## config.mk

```make
export PLATFORM = sky130hd
export DESIGN_NAME = fifo_pack
export DESIGN_NICKNAME = d
export VERILOG_FILES = /design/src/rtl/fifo_pack.sv
export SDC_FILE = /design/constraint.sdc
export NUM_CORES = 1
export LEC_CHECK = 0
export ABC_AREA = 1
export BUFFER_PORTS_ARGS = -buffer_cell sky130_fd_sc_hd__clkbuf_2
export CORE_MARGIN = 5
export CORE_UTILIZATION = 60
export CTS_CLUSTER_SIZE = 28
export DETAILED_ROUTE_END_ITERATION = 10
export PLACE_DENSITY_LB_ADDON = 0.3
export SYNTH_ARGS = -nofsm -noshare
export SYNTH_HDL_FRONTEND = slang
export SYNTH_SLANG_ARGS = --single-unit
```

## constraint.sdc

```tcl
create_clock -name clk -period 2.35 [get_ports clk]
set_clock_uncertainty 0.05 [all_clocks]
set_input_delay 0.3525 -clock clk [delete_from_list [all_inputs] [get_ports clk]]
set_output_delay 0.3525 -clock clk [all_outputs]
set_load 0.01 [all_outputs]
```

## src/rtl/fifo_pack.sv

```systemverilog
// fifo_pack: packs RATIO input words of IN_W bits into one OUT_W = IN_W*RATIO word
// (first input word in the LSBs) and queues the packed words in a DEPTH-entry FIFO.
//
// Ports:
//   clk           - clock, all state updates on the rising edge
//   rstn          - asynchronous active-low reset
//   input_valid   - producer presents data_in
//   input_enable  - block can accept data_in this cycle
//   data_in       - input word (IN_W bits)
//   output_valid  - data_out holds a complete packed word
//   output_enable - consumer takes data_out this cycle
//   data_out      - packed word at the FIFO head (OUT_W bits)
//   level         - number of stored packed words (only with FIFO_PACK_LEVEL_EN)
//
// Optional feature: define FIFO_PACK_LEVEL_EN to add the level output port.

module fifo_pack #(
    parameter int unsigned IN_W  = 8,
    parameter int unsigned RATIO = 2,
    parameter int unsigned DEPTH = 4
) (
    input  logic                    clk,
    input  logic                    rstn,
    input  logic                    input_valid,
    output logic                    input_enable,
    input  logic [IN_W-1:0]         data_in,
    output logic                    output_valid,
    input  logic                    output_enable,
    output logic [IN_W*RATIO-1:0]   data_out
`ifdef FIFO_PACK_LEVEL_EN
    ,
    output logic [$clog2(DEPTH+1)-1:0] level
`endif
);

    localparam int unsigned OUT_W = IN_W * RATIO;
    localparam int unsigned IDX_W = $clog2(RATIO);
    localparam int unsigned PTR_W = $clog2(DEPTH);
    localparam int unsigned CNT_W = $clog2(DEPTH + 1);

    localparam logic [IDX_W-1:0] IDX_LAST  = IDX_W'(RATIO - 1);
    localparam logic [CNT_W-1:0] CNT_DEPTH = CNT_W'(DEPTH);

    logic [IDX_W-1:0] idx_q, idx_d;
    logic [PTR_W-1:0] wr_ptr_q, wr_ptr_d;
    logic [PTR_W-1:0] rd_ptr_q, rd_ptr_d;
    logic [CNT_W-1:0] count_q, count_d;
    logic [OUT_W-1:0] pack_q, pack_d;
    logic [OUT_W-1:0] mem_q [DEPTH];

    logic last_beat;
    logic push;
    logic push_word;
    logic pop;

    // Only the completing beat needs free storage; partial beats are always taken.
    // Deliberately independent of output_enable so there is no comb path through.
    assign last_beat    = (idx_q == IDX_LAST);
    assign input_enable = !last_beat || (count_q < CNT_DEPTH);
    assign output_valid = (count_q != '0);
    assign data_out     = mem_q[rd_ptr_q];

    assign push      = input_valid && input_enable;
    assign push_word = push && last_beat;
    assign pop       = output_valid && output_enable;

`ifdef FIFO_PACK_LEVEL_EN
    assign level = count_q;
`endif

    always_comb begin
        idx_d    = idx_q;
        wr_ptr_d = wr_ptr_q;
        rd_ptr_d = rd_ptr_q;
        count_d  = count_q;
        pack_d   = pack_q;

        if (push) begin
            pack_d[idx_q*IN_W +: IN_W] = data_in;
            idx_d = last_beat ? '0 : idx_q + IDX_W'(1);
        end
        if (push_word) begin
            wr_ptr_d = wr_ptr_q + PTR_W'(1);
        end
        if (pop) begin
            rd_ptr_d = rd_ptr_q + PTR_W'(1);
        end
        unique case ({push_word, pop})
            2'b10:   count_d = count_q + CNT_W'(1);
            2'b01:   count_d = count_q - CNT_W'(1);
            default: count_d = count_q;
        endcase
    end

    always_ff @(posedge clk or negedge rstn) begin
        if (!rstn) begin
            idx_q    <= '0;
            wr_ptr_q <= '0;
            rd_ptr_q <= '0;
            count_q  <= '0;
            pack_q   <= '0;
            for (int i = 0; i < int'(DEPTH); i++) begin
                mem_q[i] <= '0;
            end
        end else begin
            idx_q    <= idx_d;
            wr_ptr_q <= wr_ptr_d;
            rd_ptr_q <= rd_ptr_d;
            count_q  <= count_d;
            pack_q   <= pack_d;
            // pack_d already holds the current beat in its top slice
            if (push_word) begin
                mem_q[wr_ptr_q] <= pack_d;
            end
        end
    end

endmodule

```

==> results of run 1 <==
-- final timing paths --
path / slack [ns] / from / endpoint
worst max-delay path: 0.23 / rd_ptr_q[1]$_DFFE_PN0P_ / data_out[14]
worst min-delay path: 0.28 / output_enable / rd_ptr_q[0]$_DFFE_PN0P_
worst max register to register: 0.46 / count_q[2]$_DFFE_PN0P_ / count_q[2]$_DFFE_PN0P_
worst min register to register: 0.43 / count_q[0]$_DFFE_PN0P_ / count_q[0]$_DFFE_PN0P_
max in group asynchronous: 1.15 / rstn / mem_q[28]$_DFFE_PN0P_
min in group asynchronous: 0.47 / rstn / mem_q[51]$_DFFE_PN0P_
-- per-stage QoR --
step	cell area, um^2	instances
final	4580	653
after floorplan	4200	528
after global placement	4380	637
after global routing	4580	653
after detailed placement	4380	637
after CTS	4580	653
-- cells in the final DEF, fill, tap and decap left out --
cell,synthesis,routed
nand2_1,284,284
dfrtp_1,88,88
o21ai_0,36,36
nor2_1,32,32
clkbuf_2,0,28
o22ai_1,16,16
nand2_2,11,11
inv_1,10,10
clkbuf_8,0,10
buf_4,5,7
nand2_4,5,5
ha_1,5,5
clkinv_4,4,4
inv_2,3,3
xor2_1,3,3
xnor2_1,2,2
clkbuf_1,8,2
nand3_1,1,1
nand3_4,1,1
a21oi_2,1,1
inv_4,1,1
nand3b_1,1,1
fa_1,1,1
clkinv_2,0,1
bufinv_16,0,1
clkinvlp_4,0,1
dlygate4sd3_1,0,1
buf_12,0,1
-- power by group --
group	leakage [nW]	internal [mW]	switching, mW
Clock	0.0925	0.514	0.512
Sequential	1.13	2.13	0.333
Combinational	1.32	0.996	1.94
Total	2.54	3.64	2.78
-- kinds of logic after synthesis --
| kind of cell | after synthesis | share of synthesized area, % |
|---|---|---|
| DFF | 88 | 52.5 |
| and+or+nand+nor | 335 | 32.0 |
| AOI/OAI and AO/OA | 53 | 6.89 |
| xor gates and xnor gates | 5 | 1.04 |
| buffers and inverters | 41 | 5.66 |
| adders and majority gates | 6 | 1.97 |
-- registers in the layout (all words and copies together), names as in the netlist --
register / count
mem_q: 64
idx_q: 1
rd_ptr_q: 2
pack_q: 16
wr_ptr_q: 2
count_q: 3
-- what timing repair did --
| action | CTS | global route |
|---|---|---|
| endpoints found under the hold margin | 43 | 0 |
| setup buffers | 0 | 0 |
| hold buffers | 1 | 0 |
| gates resized for setup | 0 | 0 |
-- synthesized netlist by cell type (2+ instances only) --
cell | instances | share of area (%)
ha_1 | 5 | 1.5
o21ai_0 | 36 | 4.3
xnor2_1 | 2 | 0.42
buf_6 | 5 | 1.3
o22ai_1 | 16 | 2.4
nand2_2 | 11 | 1.6
inv_2 | 3 | 0.27
nor2_1 | 32 | 2.9
buf_2 | 4 | 0.48
dfrtp_1 | 88 | 52
clkinv_4 | 4 | 0.83
inv_1 | 10 | 0.89
xor2_1 | 3 | 0.63
nand2_4 | 5 | 1.3
nand2_1 | 284 | 25
clkbuf_1 | 8 | 0.72
buf_4 | 5 | 0.89
-- worst max-delay path, delay by kind of cell, from the launching register on --
family	cells	cell delay, ns
buffers and inverters	2	0.56
DFF	1	0.38
AOI/OAI and AO/OA	2	0.42
-- per-layer routing --
| metal | part of all wire (%) | GRT usage [%] | vias to the layer above |
|---|---|---|---|
| met5 | 0 | 0 | - |
| met4 | 1.8 | 11.6 | 0 |
| met3 | 7.1 | 4.26 | 16 |
| met2 | 45 | 36.1 | 110 |
| met1 | 46 | 34.6 | 1636 |
| li1 | - | - | 1679 |
-- area by class of cell --
cell class / count / area share [%]
Multi-Input combinational cell: 399 / 38.4
Clock buffer: 12 / 3.17
Inverter: 18 / 1.97
Sequential cell: 88 / 48.1
Timing Repair Buffer: 37 / 4.86
Clock inverter: 3 / 0.929
Tap cell: 96 / 2.62
==> results.toml, run 1 <==
[worst_setup_path]
crit_fanout = 16
r2r_cells = 10
crit_path_start_kind = "flip-flop"
arrival_ns = 1.72
max_stage_delay_ns = 0.38
crit_type = "flip-flop to output pin"
end_kind = "output pin"
worst_path_max_delay_cell = "dfrtp_1"
cp_cell_sequence = "inv_1, o21ai_0, o22ai_1, clkbuf_2"
worstPathRequired_ns = 1.95

[timing]
tns_ns = 0
fmax_mhz = 472
finalSetupViolations = 0
worst_slew_pin_slew_ns = 0.677
rsz0062_at_grt = "false"
hold-worst-slack_ns = 0.283
report.final.slew_viol_count = 0
period_minus_slack_ns = 2.12
hold_viol = 0
fin_ws_ns = 0.232
relSlewSlack_pct = 54.9
post-route-period-util_pct = 90.1

[floorplanning]
fp-row-count = 30
die_y_um = 93.6
die_w_um = 93.6
start_util_pct = 61.8
dieArea_um2 = 8770
coreArea_um2 = 6790
boundaryPins = 30

[pwr]
total_power_mw = 6.42
vdd_ir_drop_max_mv = 0.751
leakagePower_nw = 2.54
powerDensity_nw_per_um2 = 1400

[min_path]
hold_depth = 3
min_path_type = "input port to flip-flop"

[logic_synthesis]
synth_seq_area_share_pct = 52.5
synth.distinct_cells = 24
yosys_register_bits = 88
synthesis.nets = 546
syn_area_um2 = 4200
async_reset_ff_share_pct = 100
synthCells = 528
synth.avg_cell_area_um2 = 7.95
synth_flop_cell = "dfrtp_1"
synth_edf_count = 0
yosysWarnings = 0

[clock_tree]
cts_buffer_depth = 2
ctsHtreeMaxLevel = 3
clkSlewWorstSetupHoldPaths_ns = 0.08
numCtsBuffers = 9
cts.sinks = 88
tritoncts = "yes"
root_buffer = "clkbuf_8"
clk_latency_ns = 0.36

[detailed_routing]
viasPerCell = 5.27
vias = 3441
drc = 0
drtAntennaViolNets = 0
drt_iter0_markers = 310
wl_um = 9670
wl_per_cell_um = 14.8
firstDrtPassIters = 7

[grt]
grt_max_degree = 47
grt_overflow = 0
gr-usage-all-layers_pct = 24.2
grt_pass1_wl_um = 16600
antenna_found_initial = 0
grt_pass1_vias = 3435

[run_status]
outcome = "finished, final reports clean"

[placement]
finalWeightedCongestion = 0.827
place_ws_ns = 0.492
dpl.hpwl_um = 6220
port_buffers = 29

[finish]
post-route-util_pct = 67.4
diodes = 0
seqCellArea_um2 = 2200
fin_nets = 571
syn_to_final_growth_pct = 9.12
drive_gt1_share_pct = 13.5
multi_input_area_um2 = 1760
n_fill_cell = 567

[run]
cap_viol_max_count = 0
Note: power is estimated with default switching activity, not from simulation.
==> run 2, diff against run 1 <==
--- a/config.mk
+++ b/config.mk
@@ -8,7 +8,7 @@
 export ABC_AREA = 1
 export BUFFER_PORTS_ARGS = -buffer_cell sky130_fd_sc_hd__clkbuf_2
 export CORE_MARGIN = 5
-export CORE_UTILIZATION = 60
+export CORE_UTILIZATION = 54
 export CTS_CLUSTER_SIZE = 28
 export DETAILED_ROUTE_END_ITERATION = 10
 export PLACE_DENSITY_LB_ADDON = 0.3
==> constraint.sdc (replaced) <==
create_clock -name clk -period 1.9 [get_ports clk]
set_clock_uncertainty 0.05 [all_clocks]
set_input_delay 0.285 -clock clk [delete_from_list [all_inputs] [get_ports clk]]
set_output_delay 0.285 -clock clk [all_outputs]
set_load 0.01 [all_outputs]
==> results.toml, run 2 (synthesis results as in run 1) <==
[run_status]
outcome = "finished, final reports clean"

[pwr]
internal-power_mw = 4.84
total_power_mw = 8.34
pwr-share-comb_pct = 45.6
p_seq_share_pct = 36.5
swShare_pct = 42.0
power_frac_clock_pct = 17.8
leakagePower_nw = 2.60
vdd_ir_drop_max_mv = 0.791
switching_power_mw = 3.50
powerDensity_nw_per_um2 = 1780

[worst_setup_path]
end_kind = "output pin"
path_delay_family = "buffers and inverters"
r2r_cells = 10
reg2reg_to = "count_q[2]$_DFFE_PN0P_"
crit_type = "flip-flop to output pin"
r2r_slack_ns = 0.14
cp_cell_sequence = "inv_1, buf_4, nor2_1, o22ai_1, clkbuf_2"
arrival_ns = 1.53
r2r-start = "count_q[2]$_DFFE_PN0P_"
crit_fanout = 16
worst_path_max_delay_cell = "dfrtp_1"
critPathCapture = "data_out[7]"
worstPathRequired_ns = 1.56
max_stage_delay_ns = 0.41
crit_start = "rd_ptr_q[0]$_DFFE_PN0P_"
cp_num_cells = 5
cp_num_buf_inv = 3
crit_path_start_kind = "flip-flop"

[finish]
largest_register_ffs = 64
drive_gt1_share_pct = 14.8
multi_input_area_um2 = 1770
largest_register = "mem_q"
n_fill_cell = 683
top_regs = "mem_q (64), pack_q (16), count_q (3)"
syn_to_final_growth_pct = 11.9
fin_nets = 577
most-common-layout-cells = "nand2_1 (284), dfrtp_1 (88), o21ai_0 (36), nor2_1 (32), clkbuf_2 (28)"
seqCellArea_um2 = 2200
diodes = 0
layout_commonest_cell = "nand2_1"
stdcell_count = 664

[clock_tree]
root_buffer = "clkbuf_8"
tritoncts = "yes"
cts.sinks = 88
clkSlewWorstSetupHoldPaths_ns = 0.08
cts_buffer_depth = 2
clk_latency_ns = 0.35
numCtsBuffers = 9
ctsHtreeMaxLevel = 3

[placement]
dpl.hpwl_um = 6500
dp_cells = 647
finalWeightedCongestion = 0.843
port_buffers = 29

[timing]
fmax_mhz = 537
post-route-period-util_pct = 98.0
worst_slew_pin_slew_ns = 0.546
report.final.slew_viol_count = 0
rsz0062_at_grt = "true"
finalSetupViolations = 0
hold_viol = 0
relSlewSlack_pct = 63.6
period_minus_slack_ns = 1.86

[detailed_routing]
firstDrtPassIters = 5
drtAntennaViolNets = 0
vias = 3563
drt_iter0_markers = 270
drc = 0
wl_per_cell_um = 15.1
viasPerCell = 5.37
wl_um = 10000

[grt]
grt_overflow = 0
gr-usage-all-layers_pct = 22.1
grt_pass1_wl_um = 16900
grt_max_degree = 40
antenna_found_initial = 0
grt_pass1_vias = 3557

[min_path]
min_path_type = "input port to flip-flop"
hold_depth = 3

[floorplanning]
die_y_um = 98.2
coreArea_um2 = 7650
dieArea_um2 = 9630
fp-row-count = 32
die_w_um = 98.2
start_util_pct = 54.9
boundaryPins = 30

[run]
cap_viol_max_count = 0
-- run 2: cell types whose count changed in the layout (fill, tap and decap cells not counted), sizes merged --
| cell | previous run | this run |
|---|---|---|
| bufinv | 1 | 3 |
| buf | 8 | 14 |
| clkbuf | 40 | 38 |
| clkinvlp | 1 | 0 |
-- run 2: routing by layer --
metal  track usage, %  routed length, um
met5                0                  0
met1             29.8               4470
met2             35.7               4750
met4             9.14                162
met3             3.64                632
-- run 2: final cells by class --
type                       count  area share, %
clock inverter                 4           2.03
tap                          102           2.72
sequential                    88           46.9
timing repair buffer          43           6.13
multi-input combinational    399           37.6
clock buffer                  10           2.72
inverter                      18           1.92
-- run 2: worst min-delay path by stage --
stage                      from                     end
floorplan                  rstn  count_q[0]$_DFFE_PN0P_
global placement           rstn   mem_q[51]$_DFFE_PN0P_
detailed placement         rstn   mem_q[51]$_DFFE_PN0P_
CTS                 input_valid       idx_q$_DFFE_PN0N_
global route        input_valid       idx_q$_DFFE_PN0N_
finish              input_valid       idx_q$_DFFE_PN0N_
-- run 2: power by group through the flow --
stage / sequential [mW] / combinational, mW / clock (mW)
after floorplan: 2.96 / 2.64 / 0
after global placement: 3.04 / 3.60 / 0
after detailed placement: 3.07 / 3.70 / 0
after CTS: 3.04 / 3.73 / 1.50
after global routing: 3.13 / 4.25 / 1.59
final: 3.04 / 3.80 / 1.49
-- run 2: worst min-delay path, delay by kind of cell --
kind / cells / cell delay, ns
compound gates: 1 / 0.10
buf+inv: 2 / 0.22
-- run 2: timing repair --
action                                  in CTS  in global routing
pin swaps                                    0                  1
endpoints found under the setup margin       1                  9
resized for setup                            0                  4
setup buffers                                0                  2
gates cloned                                 0                  0
endpoints found under the hold margin       37                  0
hold buffers                                 1                  0
-- run 2: through the flow --
stage	hold slack, ns	cell area, um^2	utilization [%]	setup TNS (ns)	setup WS (ns)
after floorplan	-0.0606	4200	-	0	0.0880
final	0.229	4700	61.4	0	0.0386
after global placement	0.254	4430	58.0	0	0.162
after CTS	0.216	4660	61.0	-0.00910	-0.00910
after detailed placement	0.257	4430	58.0	0	0.0657
after global routing	0.259	4700	61.4	-0.167	-0.0517
==> run 3, diff against run 2 <==
--- a/config.mk
+++ b/config.mk
@@ -11,7 +11,7 @@
 export CORE_UTILIZATION = 54
 export CTS_CLUSTER_SIZE = 28
 export DETAILED_ROUTE_END_ITERATION = 10
-export PLACE_DENSITY_LB_ADDON = 0.3
+export PLACE_DENSITY = 0.75
 export SYNTH_ARGS = -nofsm -noshare
 export SYNTH_HDL_FRONTEND = slang
 export SYNTH_SLANG_ARGS = --single-unit
==> results.toml, run 3 (synthesis results as in run 1) <==
[run_status]
outcome = "finished, final reports clean"

[timing]
rsz0062_at_grt = "true"
hold_viol = 0
tns_ns = 0
hold-worst-slack_ns = 0.240
finalSetupViolations = 0
post-route-period-util_pct = 99.4
report.final.slew_viol_count = 0
relSlewSlack_pct = 78.5
worst_slew_pin_slew_ns = 0.323
fmax_mhz = 530
period_minus_slack_ns = 1.89

[worst_setup_path]
worst_path_max_delay_cell = "dfrtp_2"
worstPathRequired_ns = 1.56
crit_fanout = 9
end_kind = "output pin"
max_stage_delay_ns = 0.46
crit_path_start_kind = "flip-flop"
cp_cell_sequence = "inv_4, buf_12, nor2_1, o22ai_1, buf_2"
arrival_ns = 1.55
crit_type = "flip-flop to output pin"

[floorplanning]
dieArea_um2 = 9630
coreArea_um2 = 7650
die_w_um = 98.2
fp-row-count = 32
die_y_um = 98.2
start_util_pct = 54.9
boundaryPins = 30

[finish]
fin_nets = 580
stdcell_count = 669
finalInstanceArea_um2 = 4750
layout_commonest_cell = "nand2_1"
top_regs = "mem_q (64), pack_q (16), count_q (3)"
largest_register = "mem_q"
largest_register_ffs = 64
most-common-layout-cells = "nand2_1 (284), dfrtp_1 (87), o21ai_0 (36), nor2_1 (32), clkbuf_2 (26)"
diodes = 0
syn_to_final_growth_pct = 13.2
drive_gt1_share_pct = 16.0

[run]
cap_viol_max_count = 0

[placement]
place_area_um2 = 4430
port_buffers = 29
dp_cells = 647
finalWeightedCongestion = 0.821
dpl.hpwl_um = 6330

[detailed_routing]
wl_per_cell_um = 15.1
drtAntennaViolNets = 0
drc = 0
viasPerCell = 5.27
drt_iter0_markers = 286
wl_um = 10100
firstDrtPassIters = 5
vias = 3526

[clock_tree]
root_buffer = "clkbuf_8"
cts.sinks = 88
ctsHtreeMaxLevel = 3
tritoncts = "yes"
numCtsBuffers = 9
clkSlewWorstSetupHoldPaths_ns = 0.09
cts_buffer_depth = 2
clk_latency_ns = 0.35

[pwr]
swShare_pct = 42.4
pwr-share-comb_pct = 47.1
internal-power_mw = 4.86
switching_power_mw = 3.58
power_frac_clock_pct = 16.5
vdd_ir_drop_max_mv = 0.656
p_seq_share_pct = 36.4
powerDensity_nw_per_um2 = 1780
leakagePower_nw = 2.62

[grt]
grt_max_degree = 48
grt_pass1_vias = 3406
grt_pass1_wl_um = 16600
gr-usage-all-layers_pct = 21.4
antenna_found_initial = 0
grt_overflow = 0

[min_path]
min_path_type = "input port to flip-flop"
## run 3: area by class of cell
class | instances | area, um^2
fillers | 638 | 2900
inverters | 18 | 95.1
multi-input cells | 399 | 1770
flip-flops and latches | 88 | 2200
repair buffers | 46 | 349
clock buffers | 10 | 128
well taps | 102 | 128
clock inverters | 6 | 83.8
## run 3: critical path: cells and delay by family (launching register included)
kind	cells	cell delay [ns]
flops	1	0.46
compound gates	1	0.25
simple gates	1	0.05
buf+inv	3	0.44
## run 3: final timing paths
kind	from	to	slack (ns)	depth (start not counted)
hold reg to reg	mem_q[29]$_DFFE_PN0P_	mem_q[29]$_DFFE_PN0P_	0.43	2
setup reg to reg	count_q[2]$_DFFE_PN0P_	count_q[2]$_DFFE_PN0P_	0.14	10
min in group asynchronous	rstn	mem_q[34]$_DFFE_PN0P_	0.29	2
hold / removal	input_valid	idx_q$_DFFE_PN0N_	0.24	3
max in group asynchronous	rstn	rd_ptr_q[0]$_DFFE_PN0P_	0.87	3
setup / recovery	rd_ptr_q[0]$_DFFE_PN0P_	data_out[3]	0.01	5
## run 3: per-stage QoR
stage | power (mW) | setup slack [ns] | utilization, %
2_1_floorplan | 5.61 | 0.0880 | -
3_3_place_gp | 6.66 | 0.164 | 58.0
3_5_place_dp | 6.77 | 0.0508 | 58.0
4_1_cts | 8.18 | -0.00810 | 60.9
5_1_grt | 9.08 | -0.00710 | 62.1
6_report | 8.45 | 0.0117 | 62.1
## run 3: repair_timing
action	4_1_cts	5_1_grt
endpoints found under the setup margin	7	12
endpoints found under the hold margin	16	0
buffers inserted	0	3
resized for setup	2	10
pin swaps	0	3
hold buffers	1	0
cloned	0	2
## run 3: metal layers
metal	vias to the layer above	wire length [um]	track usage, %	part of all wire (%)
li1	1708	-	-	-
met1	1677	4620	30.6	46
met2	129	4660	34.1	46
met3	12	703	3.57	6.9
met4	0	135	6.09	1.3
met5	-	0	0	0
## run 3: power groups by stage
| stage | Sequential, mW | Combinational [mW] | Clock [mW] |
|---|---|---|---|
| floorplan | 2.96 | 2.64 | 0 |
| global placement | 3.05 | 3.62 | 0 |
| detailed placement | 3.06 | 3.72 | 0 |
| CTS | 3.04 | 3.74 | 1.40 |
| global route | 3.16 | 4.44 | 1.49 |
| finish | 3.07 | 3.98 | 1.39 |
